[src/rtl/mult_axi_sequencer.sv]
// AXI-lite master that runs one multiply job on the multiplier peripheral:
// it writes A, writes B, reads the product low word, then reads the overflow flag.
//   state  | meaning
//   IDLE   | waiting for a job
//   WR_A/B | AW+W issued for operand A/B
//   WB_A/B | waiting for the write response
//   RD_RES | AR issued for the product register
//   RR_RES | waiting for the product read data
//   RD_OVF | AR issued for the overflow register
//   RR_OVF | waiting for the overflow read data
//   DONE   | result presented to the requester
module mult_axi_sequencer #(
    parameter int DATA_WIDTH = 32,
    parameter int ADDR_WIDTH = 8,
    parameter int RESP_WIDTH = 3,
    parameter int ADDR_A     = 0,
    parameter int ADDR_B     = 4,
    parameter int ADDR_RES   = 8,
    parameter int ADDR_OVF   = 12,
    parameter int TIMEOUT    = 64,
    parameter int RD_SETTLE  = 1
) (
    input  logic                    m2_axi_aclk,
    input  logic                    m2_axi_aresetn,
    input  logic                    req_valid,
    output logic                    req_ready,
    input  logic [DATA_WIDTH-1:0]   req_a,
    input  logic [DATA_WIDTH-1:0]   req_b,
    output logic                    res_valid,
    input  logic                    res_ready,
    output logic [DATA_WIDTH-1:0]   res_product,
    output logic                    res_overflow,
    output logic                    res_err,
    output logic                    busy,
    output logic [ADDR_WIDTH-1:0]   m2_axi_awaddr,
    output logic                    m2_axi_awvalid,
    input  logic                    m2_axi_awready,
    output logic [DATA_WIDTH-1:0]   m2_axi_wdata,
    output logic [DATA_WIDTH/8:0]   m2_axi_wstrb,
    output logic                    m2_axi_wvalid,
    input  logic                    m2_axi_wready,
    input  logic [RESP_WIDTH-1:0]   m2_axi_bresp,
    input  logic                    m2_axi_bvalid,
    output logic                    m2_axi_bready,
    output logic [ADDR_WIDTH-1:0]   m2_axi_araddr,
    output logic                    m2_axi_arvalid,
    input  logic                    m2_axi_arready,
    input  logic [DATA_WIDTH-1:0]   m2_axi_rdata,
    input  logic [RESP_WIDTH-1:0]   m2_axi_rresp,
    input  logic                    m2_axi_rvalid,
    output logic                    m2_axi_rready
);

    localparam int CNT_W = $clog2(TIMEOUT + 1);

    typedef enum logic [3:0] {
        IDLE, WR_A, WB_A, WR_B, WB_B, RD_RES, RR_RES, RD_OVF, RR_OVF, DONE
    } state_t;

    state_t                  state_q, state_d;
    logic [1:0]              rst_sync;
    logic                    rst_int_n;
    logic [CNT_W-1:0]        cnt_q;
    logic                    aw_done_q, w_done_q, err_q;
    logic [DATA_WIDTH-1:0]   op_b_q;
    logic                    aw_hs, w_hs, ar_hs, wr_ok, r_ok, tmo, tmo_exit, state_chg;
    logic                    in_wr, in_wb, in_rd, in_rr;

    // Assert asynchronously, release on a clock edge.
    always_ff @(posedge m2_axi_aclk or negedge m2_axi_aresetn) begin
        if (!m2_axi_aresetn) rst_sync <= 2'b00;
        else                 rst_sync <= {rst_sync[0], 1'b1};
    end
    assign rst_int_n = rst_sync[1];

    assign aw_hs     = m2_axi_awvalid && m2_axi_awready;
    assign w_hs      = m2_axi_wvalid && m2_axi_wready;
    assign ar_hs     = m2_axi_arvalid && m2_axi_arready;
    assign wr_ok     = (aw_done_q || aw_hs) && (w_done_q || w_hs);
    assign r_ok      = (cnt_q >= CNT_W'(RD_SETTLE)) && m2_axi_rvalid;
    assign tmo       = (cnt_q == CNT_W'(TIMEOUT - 1));
    assign state_chg = (state_d != state_q);

    assign in_wr = (state_q == WR_A)   || (state_q == WR_B);
    assign in_wb = (state_q == WB_A)   || (state_q == WB_B);
    assign in_rd = (state_q == RD_RES) || (state_q == RD_OVF);
    assign in_rr = (state_q == RR_RES) || (state_q == RR_OVF);

    always_ff @(posedge m2_axi_aclk or negedge rst_int_n) begin
        if (!rst_int_n) state_q <= IDLE;
        else            state_q <= state_d;
    end

    always_comb begin
        state_d  = state_q;
        tmo_exit = 1'b0;
        case (state_q)
            IDLE:   if (req_valid)     state_d = WR_A;
            WR_A:   if (wr_ok)         state_d = WB_A;   else tmo_exit = tmo;
            WB_A:   if (m2_axi_bvalid) state_d = WR_B;   else tmo_exit = tmo;
            WR_B:   if (wr_ok)         state_d = WB_B;   else tmo_exit = tmo;
            WB_B:   if (m2_axi_bvalid) state_d = RD_RES; else tmo_exit = tmo;
            RD_RES: if (ar_hs)         state_d = RR_RES; else tmo_exit = tmo;
            RR_RES: if (r_ok)          state_d = RD_OVF; else tmo_exit = tmo;
            RD_OVF: if (ar_hs)         state_d = RR_OVF; else tmo_exit = tmo;
            RR_OVF: if (r_ok)          state_d = DONE;   else tmo_exit = tmo;
            DONE:   if (res_ready)     state_d = IDLE;
            default:                   state_d = IDLE;
        endcase
        if (tmo_exit) state_d = DONE;
    end

    always_ff @(posedge m2_axi_aclk or negedge rst_int_n) begin
        if (!rst_int_n) begin
            cnt_q          <= '0;
            aw_done_q      <= 1'b0;
            w_done_q       <= 1'b0;
            err_q          <= 1'b0;
            op_b_q         <= '0;
            res_product    <= '0;
            res_overflow   <= 1'b0;
            m2_axi_awvalid <= 1'b0;
            m2_axi_wvalid  <= 1'b0;
            m2_axi_arvalid <= 1'b0;
            m2_axi_awaddr  <= '0;
            m2_axi_wdata   <= '0;
            m2_axi_araddr  <= '0;
        end else begin
            if (state_chg)        cnt_q <= '0;
            else if (cnt_q != '1) cnt_q <= cnt_q + 1'b1;

            if (state_q == IDLE && req_valid) begin
                op_b_q       <= req_b;
                res_product  <= '0;
                res_overflow <= 1'b0;
                err_q        <= 1'b0;
            end

            if (state_chg && (state_d == WR_A || state_d == WR_B)) begin
                m2_axi_awvalid <= 1'b1;
                m2_axi_wvalid  <= 1'b1;
                m2_axi_awaddr  <= (state_d == WR_A) ? ADDR_WIDTH'(ADDR_A) : ADDR_WIDTH'(ADDR_B);
                m2_axi_wdata   <= (state_d == WR_A) ? req_a : op_b_q;
                aw_done_q      <= 1'b0;
                w_done_q       <= 1'b0;
            end else begin
                if (aw_hs) aw_done_q <= 1'b1;
                if (w_hs)  w_done_q  <= 1'b1;
                if (m2_axi_awready || state_chg) m2_axi_awvalid <= 1'b0;
                if (m2_axi_wready || state_chg)  m2_axi_wvalid  <= 1'b0;
            end

            if (state_chg && (state_d == RD_RES || state_d == RD_OVF)) begin
                m2_axi_arvalid <= 1'b1;
                m2_axi_araddr  <= (state_d == RD_RES) ? ADDR_WIDTH'(ADDR_RES) : ADDR_WIDTH'(ADDR_OVF);
            end else if (m2_axi_arready || state_chg) begin
                m2_axi_arvalid <= 1'b0;
            end

            if (in_wb && m2_axi_bvalid && m2_axi_bresp != '0) err_q <= 1'b1;
            if (state_q == RR_RES && r_ok) begin
                res_product <= m2_axi_rdata;
                if (m2_axi_rresp != '0) err_q <= 1'b1;
            end
            if (state_q == RR_OVF && r_ok) begin
                res_overflow <= m2_axi_rdata[0];
                if (m2_axi_rresp != '0) err_q <= 1'b1;
            end
            if (tmo_exit)                     err_q <= 1'b1;
            if (state_q == DONE && res_ready) err_q <= 1'b0;
        end
    end

    assign req_ready     = (state_q == IDLE);
    assign busy          = !req_ready;
    assign res_valid     = (state_q == DONE);
    assign res_err       = res_valid && err_q;
    // The slave samples BREADY/RREADY alongside the address phase, so hold them across both states.
    assign m2_axi_bready = in_wr || in_wb;
    assign m2_axi_rready = in_rd || in_rr;
    assign m2_axi_wstrb  = '1;

endmodule
[config.mk]
export PLATFORM = sky130hd
export DESIGN_NAME = mult_axi_sequencer
export DESIGN_NICKNAME = d
export VERILOG_FILES = /design/src/rtl/mult_axi_sequencer.sv
export SDC_FILE = /design/constraint.sdc
export NUM_CORES = 1
export LEC_CHECK = 0
export BUFFER_PORTS_ARGS = -buffer_cell sky130_fd_sc_hd__buf_4
export CAP_MARGIN = 20
export CORE_MARGIN = 2
export CORE_UTILIZATION = 28
export DETAILED_ROUTE_END_ITERATION = 16
export SYNTH_ARGS = -nofsm -noshare
export SYNTH_HDL_FRONTEND = slang
export SYNTH_SLANG_ARGS = --single-unit
export TNS_END_PERCENT = 1
[constraint.sdc]
create_clock -name m2_axi_aclk -period 4.8 [get_ports m2_axi_aclk]
set_clock_uncertainty 0.2 [all_clocks]
set_input_delay 0.72 -clock m2_axi_aclk [delete_from_list [all_inputs] [get_ports m2_axi_aclk]]
set_output_delay 0.72 -clock m2_axi_aclk [all_outputs]
set_load 0.005 [all_outputs]
; After elaboration in Yosys (flattened, before gate mapping)
; Index checks and enable logic that the tools add are counted.
[classes]
n_addsub = 1
magnitude_cmp = 1
eq_ne = 16
n_mux = 44
reduce_logical = 43
[op_table]
columns = op, count
row1 = 32-bit 2-to-1 mux, 3
row2 = 4-bit 2-to-1 mux, 11
row3 = 4-bit one-hot mux with 10 select lines, 1
row4 = "4-bit by 3-bit == test with 1-bit output, second input constant", 6
row5 = 1-bit 2-to-1 mux, 24
row6 = 2-bit nonzero test, 8
row7 = 1-bit logical AND, 14
row8 = 7-bit 2-to-1 mux, 2
row9 = 1-bit logical OR, 13
row10 = "4-bit by 2-bit == test with 1-bit output, second input constant", 3
row11 = "4-bit by 1-bit == test with 1-bit output, second input constant", 2
row12 = "4-bit == test, second input constant", 2
row13 = 2-bit OR reduction, 4
row14 = "7-bit by 1-bit adder with 7-bit output, second input constant", 1
row15 = "7-bit by 6-bit == test with 1-bit output, second input constant", 1
row16 = "7-bit by 1-bit >= comparator with 1-bit output, second input constant", 1
row17 = "7-bit inequality test, second input constant", 1
row18 = 3-bit 2-to-1 mux, 2
row19 = 3-bit nonzero test, 2
row20 = 4-bit zero test, 1
row21 = 4-bit inequality test, 1
row22 = 1-bit one-hot mux with 4 select lines, 1
row23 = 1-bit zero test, 1
[word_totals]
regBits = 132
elab_cells = 120

; Logic depth before layout (Yosys ltp)
[logic_depth]
depth_word = 11
ltp_mapped = 9

; Worst setup path before layout
; No wires, ideal clock.
[synth_path]
kind = input-to-reg
from = in m2_axi_awready
to = reg cnt_q[4]
arrival_time_ns = 2.223
required_time_ns = 4.520
path_slack_ns = 2.297
path_stages = 7
path_buffers = 1
path_cell_list = a21oi_1 -> o311a_1 -> a211oi_1 -> nor2_1 -> o32a_1 -> buf_4 -> nor3_2
[synth_between]
elab_chain_cells = 8
elab_cells_between_ends = 12
classes_between = 1 x eq/ne / 7 x mux / 4 x reduce/logical
[synth_rtl]
columns = element, line_no
row1 = start: declaration, 37  ; input logic m2_axi_awready,
row2 = 1-bit logical AND *, 76  ; assign aw_hs = m2_axi_awvalid && m2_axi_awready;
row3 = 1-bit logical OR *, 79  ; assign wr_ok = (aw_done_q || aw_hs) && (w_done_q || w_hs);
row4 = 1-bit logical AND *, 79
row5 = "4-bit 2-to-1 mux, or another cell as far along", 101  ; WR_B: if (wr_ok) state_d = WB_B; else tmo_exit = tmo;
row6 = 4-bit one-hot mux with 10 select lines / 1-bit one-hot mux with 4 select lines (equally long branches), 97  ; case (state_q)
row7 = 4-bit 2-to-1 mux *, 110  ; if (tmo_exit) state_d = DONE;
row8 = 4-bit inequality test *, 82  ; assign state_chg = (state_d != state_q);
row9 = 7-bit 2-to-1 mux / 2-bit nonzero test (equally long branches), -
row10 = end signal: assignment, 130  ; else if (cnt_q != '1) cnt_q <= cnt_q + 1'b1;
row11 = end: declaration, 63  ; logic [CNT_W-1:0] cnt_q;
; Mark *: on every way between the ends. The rest lies on a longest branch, timed or not.
; A chain may end at the register's enable or synchronous reset.

; Worst setup path in the final report
[layout_path]
from = reg state_q[3]
to = reg m2_axi_wdata[17]
[layout_between]
elab_chain_cells = 7
elab_cells_between_ends = 33
classes_between = 12 x eq/ne / 14 x mux / 7 x reduce/logical
[layout_rtl]
columns = element, line_no
row1 = start: declaration, 60  ; state_t state_q, state_d;
row2 = start signal: assignment, 91  ; else state_q <= state_d;
row3 = "4-bit by 3-bit == test with 1-bit output, or another cell as far along", 97
row4 = 2-bit OR reduction (no source line), -
row5 = 1-bit one-hot mux with 4 select lines, 97
row6 = 4-bit 2-to-1 mux, 110
row7 = 4-bit by 1-bit == test with 1-bit output / 4-bit by 2-bit == test with 1-bit output (equally long branches), "139, 143"
row8 = 1-bit logical OR, 139  ; if (state_chg && (state_d == WR_A || state_d == WR_B)) begin
row9 = 1-bit logical AND, 139
row10 = end signal: assignment, 143  ; m2_axi_wdata <= (state_d == WR_A) ? req_a : op_b_q;
row11 = end: declaration, 38  ; output logic [DATA_WIDTH-1:0] m2_axi_wdata,
; Several ways; a longest one is shown, not always the timed one.

==> impl_metrics.toml <==
[status]
status = "finished with violations"
violations = "hold timing"

[clock_network]
clock_path_buffers = 2
tritoncts = "done"
clkLatencyLatePin_ns = 0.40
htree_num_levels = 4
root_buffer = "clkbuf_16"
cts.repair.resized = 0
cts.sinks = 119
numCtsBuffers = 17
clk_pin_slew_ns = 0.06
cts_setup_buffers = 0

[power]
peakVddDrop_uv = 296
power_frac_seq = 0.362
swShare = 0.333
power.leakage_nw = 3.72
p_per_area_nw_per_um2 = 645
p_comb_frac = 0.383
power_w = 0.00485
power_frac_clock = 0.255
p_int_w = 0.00324
power_switching_w = 0.00161

[critical_path]
crit_type = "flip-flop to flip-flop"
crit_slowest_cell = "dfrtp_1"
critPathRequiredTime_ns = 4.93
slowest_delay_ns = 0.76
crit_chain = "or3b_1 -> a21oi_2 -> a221oi_4 -> nor2_4 -> buf_4 -> nor2_1 -> a21oi_1"
crit_path_start_kind = "flip-flop"
r2r_slack_ns = 1.64
critPathTopFamily = "simple AND/OR/NAND/NOR gates"
rr_worst_depth = 7
endpoint_kind = "flip-flop"
cp_num_cells = 7
critical_path_buf_inv_count = 1
startpoint = "state_q[3]$_DFF_PN0_"
cp_max_fo = 38
rr_startpoint = "state_q[3]$_DFF_PN0_"
cp.arrival_ns = 3.28
worstSetupEndpoint = "m2_axi_wdata[17]$_DFFE_PN0P_"
r2r_end = "m2_axi_wdata[17]$_DFFE_PN0P_"

[timing]
hold_violations = 11
worstMarginPinSlew_ns = 1.00
fin_crit_sh = 0.658
fmax_ghz = 0.317
setup-tns-final_ns = 0
max_slew_margin = 0.328
holdWs_ns = -0.0101
fin_crit_ns = 3.16
setup_viol = 0
grt_setup_unrepaired = "false"
slew_violations = 0
setup_ws_ns = 1.64

[final_layout]
drive_gt1_frac = 0.379
synthToLayoutAreaGrowth_pct = 40.0
final_nets = 801
nFillCells = 1842
finalCoreUtilization = 0.401
antennaDiodeCount = 0

[die]
die_area_sq_um = 20300
rows = 50
die_w_um = 143
io_pins = 206
dieHeight_um = 143
initial_core_util = 0.286
core_sq_um = 18800

[route]
postRouteAntennaNets = 0
drtPass1Iterations = 6
drt_iter0_markers = 233
drc = 0
num_vias = 4300
wl_per_cell_um = 15.0
wirelength_um = 14100
via_per_inst = 4.60

[placement]
pre_cts_ws_ns = 1.57
post-dp-hpwl_um = 9760
portBuffers = 187
gp_congestion = 0.766

[global_routing]
antenna_found_initial = 0
grt_pass1_vias = 4222
grt_overflow = 0
grt_use_total = 0.140
grt_pass1_wl_um = 22000
grt_max_degree = 78

[flow_run]
max_cap_violations = 0

[synth]
netlist.area_leader.share = 0.554
ys_top_cells_by_count = "dfrtp_1, nand2_1, nor2_1"
syn-mean-instance-area_sq_um = 10.6
synth.distinct_cells = 51
dominantRegCellSynth = "dfrtp_1"
async_flop_share = 1.00
yosysTopAreaCell = "dfrtp_1"
ys_ff_latch = 119
synth_area_sq_um = 5370
netlist_top_cells_area = "dfrtp_1, mux2_2, mux2i_1"
syn_inst = 505
yosys_warnings = 0
synth-edff-count = 0
yosys.cell_count.top_type = "dfrtp_1"
ys_seq_area_frac = 0.554

[min_path]
hold_path.class = "flip-flop to async pin"
## timing repair
item / in CTS / in global routing
endpoints found under the hold margin: 2 / 0
hold buffers: 1 / 0
endpoints found under the setup margin: 0 / 0
## worst reg2reg max path, stage by stage (launching register included)
cell,delay [ns]
dfrtp_1,0.76
or3b_1,0.47
a21oi_2,0.25
a221oi_4,0.15
nor2_4,0.54
buf_4,0.47
nor2_1,0.10
a21oi_1,0.13
## power by group through the flow
stage                     registers [W]  logic, W  clock network (W)
after floorplan                 0.00170   0.00121                  0
after global placement          0.00177   0.00185                  0
after detailed placement        0.00177   0.00188                  0
after CTS                       0.00177   0.00188            0.00127
after global routing            0.00181   0.00206            0.00133
final                           0.00175   0.00186            0.00124
## logic make-up after synthesis
kind of cell,synth area share
mux,0.127
flops,0.554
fa+ha+maj,0.00466
buf+inv,0.0566
simple gates,0.162
other cells,0.00140
compound gates,0.0843
xor+xnor,0.00978
## layer usage
layer | share of wire | global-route usage | up-vias
li1 | - | - | 2070
met1 | 0.44 | 0.177 | 2052
met2 | 0.45 | 0.216 | 173
met3 | 0.10 | 0.0653 | 5
met4 | 0.0070 | 0.0344 | 0
met5 | 0 | 0 | -
## metrics by stage
stage | std cells | cell area, sq um
3_5_place_dp | 901 | 6910
2_1_floorplan | 522 | 5440
3_3_place_gp | 901 | 6910
5_1_grt | 934 | 7520
6_report | 934 | 7520
4_1_cts | 933 | 7500
## placed cells by master, fill, tap and decap left out, types with 7 or more instances in the layout
master	n
buf_4	194
dfrtp_1	118
nand2_1	69
nor2_1	49
a21oi_1	35
nand3_1	35
mux2i_1	32
mux2_2	32
conb_1	19
clkbuf_16	17
nand2b_1	7
## state kept, by name, indices dropped and copies added, names as in the netlist, 2 cells and up
| register | flops |
|---|---|
| rst_sync | 2 |
| m2_axi_araddr | 2 |
| cnt_q | 7 |
| state_q | 4 |
| res_product | 32 |
| op_b_q | 32 |
| m2_axi_wdata | 32 |
## worst min-delay path by stage
| stage | to | cells after the start | slack, ns | startpoint |
|---|---|---|---|---|
| floorplan | rst_sync[1]$_DFF_PN0_ | 0 | 0.13 | rst_sync[0]$_DFF_PN0_ |
| global placement | rst_sync[1]$_DFF_PN0_ | 0 | 0.14 | rst_sync[0]$_DFF_PN0_ |
| detailed placement | rst_sync[1]$_DFF_PN0_ | 0 | 0.14 | rst_sync[0]$_DFF_PN0_ |
| CTS | rst_sync[1]$_DFF_PN0_ | 0 | 0.15 | rst_sync[0]$_DFF_PN0_ |
| global route | m2_axi_arvalid$_DFFE_PN0P_ | 0 | 0.009 | rst_sync[1]$_DFF_PN0_ |
| finish | m2_axi_araddr[3]$_DFFE_PN0P_ | 0 | -0.01 | rst_sync[1]$_DFF_PN0_ |
## area by class of cell
type	instances	area, sq um	share of cell area
flip-flops and latches	119	2980	0.396
multi-input cells	349	2160	0.287
repair buffers	196	1490	0.199
clock buffers	22	474	0.0630
well taps	234	293	0.0389
clock inverters	9	100	0.0133
inverters	5	18.8	0.00249
No activity file was read; power rests on OpenSTA's default activity.
